--- src/rtl/hazard_pkg.sv ---
// Shared types and constants for the pipeline hazard controller.
package hazard_pkg;

    typedef enum logic [1:0] {
        RUN      = 2'd0,
        MDU_WAIT = 2'd1,
        MEM_WAIT = 2'd2
    } hazard_state_t;

    localparam logic [1:0] FWD_RF = 2'b00;
    localparam logic [1:0] FWD_W  = 2'b01;
    localparam logic [1:0] FWD_M  = 2'b10;

endpackage

--- src/rtl/fwd_unit.sv ---
// E-stage operand forwarding select for one source register; M beats W, x0 never forwards.
module fwd_unit
    import hazard_pkg::*;
#(
    parameter int REG_AW = 5
) (
    input  logic [REG_AW-1:0] rs_e,
    input  logic [REG_AW-1:0] rd_m,
    input  logic [REG_AW-1:0] rd_w,
    input  logic              regwrite_m,
    input  logic              regwrite_w,
    output logic [1:0]        sel
);

    logic hit_m_s;
    logic hit_w_s;

    assign hit_m_s = regwrite_m && (rd_m != {REG_AW{1'b0}}) && (rd_m == rs_e);
    assign hit_w_s = regwrite_w && (rd_w != {REG_AW{1'b0}}) && (rd_w == rs_e);

    // Priority select between the two bypass sources
    always_comb begin
        sel = FWD_RF;
        if (hit_m_s) begin
            sel = FWD_M;
        end else if (hit_w_s) begin
            sel = FWD_W;
        end else begin
            sel = FWD_RF;
        end
    end

endmodule

--- src/rtl/hazard_ctrl.sv ---
// Pipeline hazard controller: stalls, flushes, forwarding and MDU/memory wait sequencing.
// Optional performance counters are built when HAZARD_PERF_CNT_EN is defined.
module hazard_ctrl
    import hazard_pkg::*;
#(
    parameter int REG_AW = 5,
    parameter int CNT_W  = 32
) (
    input  logic              clk,
    input  logic              reset,
    input  logic [REG_AW-1:0] rs1D,
    input  logic [REG_AW-1:0] rs2D,
    input  logic [REG_AW-1:0] rs1E,
    input  logic [REG_AW-1:0] rs2E,
    input  logic [REG_AW-1:0] rdE,
    input  logic [REG_AW-1:0] rdM,
    input  logic [REG_AW-1:0] rdW,
    input  logic              loadE,
    input  logic              regwriteM,
    input  logic              regwriteW,
    input  logic              pcsrcE,
    input  logic              mduE,
    input  logic              mdu_done,
    input  logic              dmem_reqM,
    input  logic              dmem_readyM,
    output logic              mdu_start,
    output logic              stallF,
    output logic              stallD,
    output logic              stallE,
    output logic              stallM,
    output logic              flushD,
    output logic              flushE,
    output logic              flushM,
    output logic              flushW,
    output logic [1:0]        fwdAE,
    output logic [1:0]        fwdBE,
    output logic [CNT_W-1:0]  stall_cycles,
    output logic [CNT_W-1:0]  flush_count
);

    hazard_state_t state_r;
    logic memstall_s;
    logic lwstall_s;
    logic run_s;
    logic mdu_hold_s;
    logic mem_hold_s;
    logic start_s;

    assign memstall_s = dmem_reqM && !dmem_readyM;
    assign lwstall_s  = loadE && (rdE != {REG_AW{1'b0}}) && ((rdE == rs1D) || (rdE == rs2D));

    // State register with next-state selection
    always_ff @(posedge clk or negedge reset) begin
        if (!reset) begin
            state_r <= RUN;
        end else begin
            case (state_r)
                RUN: begin
                    if (memstall_s)  state_r <= MEM_WAIT;
                    else if (mduE)   state_r <= MDU_WAIT;
                    else             state_r <= RUN;
                end
                MDU_WAIT: state_r <= mdu_done    ? RUN : MDU_WAIT;
                MEM_WAIT: state_r <= dmem_readyM ? RUN : MEM_WAIT;
                default:  state_r <= RUN;
            endcase
        end
    end

    // Per-state hold conditions; in RUN a memory stall overrides every other hazard
    always_comb begin
        run_s      = 1'b0;
        mdu_hold_s = 1'b0;
        mem_hold_s = 1'b0;
        case (state_r)
            RUN: begin
                run_s      = !memstall_s;
                mem_hold_s = memstall_s;
            end
            MDU_WAIT: mdu_hold_s = !mdu_done;
            MEM_WAIT: mem_hold_s = !dmem_readyM;
            default:  run_s      = 1'b0;
        endcase
    end

    assign start_s   = run_s && mduE;
    assign mdu_start = start_s && reset;
    assign stallF    = mem_hold_s || mdu_hold_s || start_s || (run_s && lwstall_s);
    assign stallD    = stallF;
    assign stallE    = mem_hold_s || mdu_hold_s || start_s;
    assign stallM    = mem_hold_s;
    assign flushD    = run_s && pcsrcE;
    assign flushE    = run_s && (pcsrcE || lwstall_s);
    assign flushM    = mdu_hold_s || start_s;
    assign flushW    = mem_hold_s;

    fwd_unit #(.REG_AW(REG_AW)) u_fwd_a (
        .rs_e       (rs1E),
        .rd_m       (rdM),
        .rd_w       (rdW),
        .regwrite_m (regwriteM),
        .regwrite_w (regwriteW),
        .sel        (fwdAE)
    );

    fwd_unit #(.REG_AW(REG_AW)) u_fwd_b (
        .rs_e       (rs2E),
        .rd_m       (rdM),
        .rd_w       (rdW),
        .regwrite_m (regwriteM),
        .regwrite_w (regwriteW),
        .sel        (fwdBE)
    );

`ifdef HAZARD_PERF_CNT_EN
    logic [CNT_W-1:0] stall_cnt_r;
    logic [CNT_W-1:0] flush_cnt_r;

    // Free-running, wrapping event counters
    always_ff @(posedge clk or negedge reset) begin
        if (!reset) begin
            stall_cnt_r <= {CNT_W{1'b0}};
            flush_cnt_r <= {CNT_W{1'b0}};
        end else begin
            stall_cnt_r <= stall_cnt_r + {{(CNT_W-1){1'b0}}, stallF};
            flush_cnt_r <= flush_cnt_r + {{(CNT_W-1){1'b0}}, flushD};
        end
    end

    assign stall_cycles = stall_cnt_r;
    assign flush_count  = flush_cnt_r;
`else
    assign stall_cycles = {CNT_W{1'b0}};
    assign flush_count  = {CNT_W{1'b0}};
`endif

endmodule

--- config.mk ---
export PLATFORM = sky130hd
export DESIGN_NAME = hazard_ctrl
export DESIGN_NICKNAME = d
export VERILOG_FILES = /design/src/rtl/hazard_pkg.sv /design/src/rtl/fwd_unit.sv /design/src/rtl/hazard_ctrl.sv
export SDC_FILE = /design/constraint.sdc
export NUM_CORES = 1
export LEC_CHECK = 0
export ABC_CLOCK_PERIOD_IN_PS = 1500
export CAP_MARGIN = 20
export CORE_MARGIN = 2
export CORE_UTILIZATION = 26
export DETAILED_ROUTE_END_ITERATION = 7
export GPL_TIMING_DRIVEN = 0
export PLACE_DENSITY = 0.79
export SYNTH_ARGS = -nofsm -noshare
export SYNTH_HDL_FRONTEND = slang
export SYNTH_HIERARCHICAL = 1
export SYNTH_SLANG_ARGS = --single-unit
--- constraint.sdc ---
create_clock -name clk -period 1.5 [get_ports clk]
set_clock_uncertainty 0.15 [all_clocks]
set_input_delay 0.225 -clock clk [delete_from_list [all_inputs] [get_ports clk]]
set_output_delay 0.225 -clock clk [all_outputs]
set_load 0.1 [all_outputs]
==> results.json, run 1 <==
{
  "status": "finished with violations",
  "violations": "setup timing",
  "fp.dieH_um": 69.2,
  "die_w_um": 69.2,
  "hp-class": "primary input to asynchronous set/reset pin",
  "met1_usage_pct": 12.6,
  "grt_busiest_layer": "met2",
  "drv_cap": 0,
  "drive_gt1_share_pct": 56.7,
  "top_regs": "state_r (2)",
  "setup_slack_ns": -0.502,
  "hold_violations": 0,
  "ys.flop_type": "dfrtp_1",
  "area_growth_syn_to_layout_pct": 130,
  "largest_register": "state_r",
  "via_per_inst": 3.72,
  "grt_use_met2_pct": 27.1,
  "finalSetupTns_ns": -3.86,
  "synth_edf_count": 0,
  "reg2reg_to": "state_r[0]",
  "clkTransAtPathRegs_ns": 0.03,
  "crit_arrival_ns": 1.63,
  "p_sw_share_pct": 62.8,
  "grt_pass1_vias": 1180,
  "synth-warning-count": 6,
  "fin_util_pct": 62.6,
  "syn_inst": 145,
  "p_sw_w": 0.00131,
  "endpoint_kind": "output port",
  "dr.first_iter.drc_count": 36,
  "dieArea_um2": 4790,
  "worstSkewPairLatency_ns": 0.22,
  "clockPowerShare_pct": 10.8,
  "cts.htree.levels": 1,
  "clkSinkCount": 2,
  "ant_nets": 0,
  "largest_register_ffs": 2,
  "hpwl_mm": 2.64,
  "final_common_cell": "buf_4",
  "cts_root_buf": "clkbuf_8",
  "clock.fmax_mhz": 500,
  "antenna_cells": 0,
  "wire_per_inst_um": 10.9,
  "irDropWorstVdd_uv": 702,
  "row_count": 23,
  "critical-path-max-stage-delay_ns": 0.45,
  "numCtsBuffers": 3,
  "antenna_found_initial": 0,
  "first_pass_iters": 4,
  "port_buffers": 57,
  "async_flop_share_pct": 100,
  "grt_use_met3_pct": 4.80,
  "grt_overflow": 0,
  "fin_cells": 332,
  "yosysSeqAreaShare_pct": 4.53,
  "period_share_pct": 133,
  "grt_max_degree": 7,
  "hold_buffers": 0,
  "cp_max_fo": 5,
  "p_comb_share_pct": 85.4,
  "dr_total_vias": 1235,
  "start_util_pct": 27.2,
  "fillers": 339,
  "cts.path.max_buffers": 2,
  "r2r_setup_slack_ns": 0.27,
  "power-per-cell-area_nw_per_um2": 823,
  "required_ns": 1.12,
  "dp_cells": 315,
  "gp_congestion": 0.847,
  "start_kind": "register",
  "p_int_w": 0.000779,
  "path_cells": "o21bai_4, a21boi_4, o22ai_4, o21bai_4, buf_12, buf_16",
  "finalSetupViolCount": 13,
  "r2r_start": "state_r[0]",
  "crit_top_cell": "o21bai_4",
  "cts_tree": "done",
  "most-common-layout-cells": "buf_4 (79), conb_1 (64), xor2_1 (16)",
  "period_needed_ns": 2.00,
  "worst-setup-path-type": "register to output port",
  "coreArea_um2": 4060,
  "r2r_cells": 4,
  "syn_area_per_cell_um2": 7.62,
  "ys_seq_elements": 2,
  "syn_area_um2": 1100,
  "rsz0062_at_grt": "yes",
  "leakagePower_nw": 1.37,
  "num-nets-final": 329,
  "sequentialPowerShare_pct": 3.8,
  "grt_pass1_wl_mm": 5.30,
  "io_pins": 122,
  "gr-usage-all-layers_pct": 13.8,
  "drcViolationCount": 0,
  "maxSlewViolCount": 0,
  "cp_slowest_cell": "dfrtp_2",
  "drt_wl_total_mm": 3.62,
  "ys_types": 24
}
==> how the worst max path moves through the flow <==
stage	start	end	slack [ns]
2_1_floorplan	state_r[1]	stallF	-0.79
3_3_place_gp	rdE[2]	stallF	-1.67
3_5_place_dp	rdE[2]	stallF	-1.64
4_1_cts	state_r[1]	stallF	-0.49
5_1_grt	state_r[1]	stallF	-0.54
6_report	state_r[1]	stallF	-0.50
==> cell type report <==
class | instances | area, µm² | area share (%)
repair buffers | 72 | 827 | 32.6
inverters | 2 | 7.51 | 0.296
clock buffers | 3 | 41.3 | 1.63
plain buffers | 67 | 515 | 20.3
well taps | 50 | 62.6 | 2.46
flip-flops and latches | 2 | 52.6 | 2.07
multi-input cells | 136 | 1030 | 40.7
==> routing by layer <==
metal  up-vias  wire, µm
li1        623         -
met1       519      1100
met2        86      2010
met3         7       427
met4         0        75
met5         -         0
==> synthesized netlist by cell type (all sizes together) (2+ instances only) <==
cell type  number  area (µm²)
inv             2        7.51
dfrtp           2        50.1
nor3            8        50.1
xor2           16         140
nand2           5        18.8
o21bai          3        22.5
xnor2          10        87.6
nand3           4        20.0
nor2            6        22.5
a211oi          3        37.5
nor4            2        12.5
o41ai           2        32.5
a21oi           5        25.0
buf            68         510
==> cells by family (layout without fill, tap and decap cells) <==
logic type | after synthesis | count (layout) | share of synthesized area (%)
AOI/OAI and AO/OA | 17 | 17 | 13.7
DFF | 2 | 2 | 4.53
and+or+nand+nor | 29 | 29 | 13.9
buffers and inverters | 70 | 144 | 46.9
xor gates and xnor gates | 26 | 26 | 20.6
other | 1 | 64 | 0.339
==> power groups by stage <==
stage          clock, W  sequential, W  combinational (W)
4_1_cts        0.000227      0.0000825            0.00167
6_report       0.000226      0.0000802            0.00178
5_1_grt        0.000234      0.0000814            0.00184
3_5_place_dp          0      0.0000828            0.00154
2_1_floorplan         0      0.0000797            0.00130
3_3_place_gp          0      0.0000827            0.00154
==> per-stage QoR <==
step	setup WS, ns	power (W)	hold WS [ns]	cell area (µm²)
detailed placement	-1.64	0.00163	0.272	2070
floorplan	-0.794	0.00138	-0.221	1430
global placement	-1.67	0.00162	0.271	2070
global route	-0.543	0.00216	0.0519	2540
finish	-0.502	0.00209	0.0413	2540
CTS	-0.485	0.00198	0.0469	2370
==> critical path, delay by kind of cell (launching register included) <==
kind / cells / cell delay, ns
AO/OA/AOI/OAI: 4 / 0.66
buffers and inverters: 2 / 0.29
flip-flops: 1 / 0.45
==> repair_timing <==
item	4_1_cts	5_1_grt
resized for setup	244	32
setup buffers	5	10
endpoints found under the setup margin	13	13
pin swaps	29	23
No activity file was read; power rests on OpenSTA's default activity.
==> inputs of run 2 (changes only) <==
Settings changed: SLEW_MARGIN set to 10.
==> results of run 2 <==
No change in the layout: final DEF, timing and power equal those of run 1.
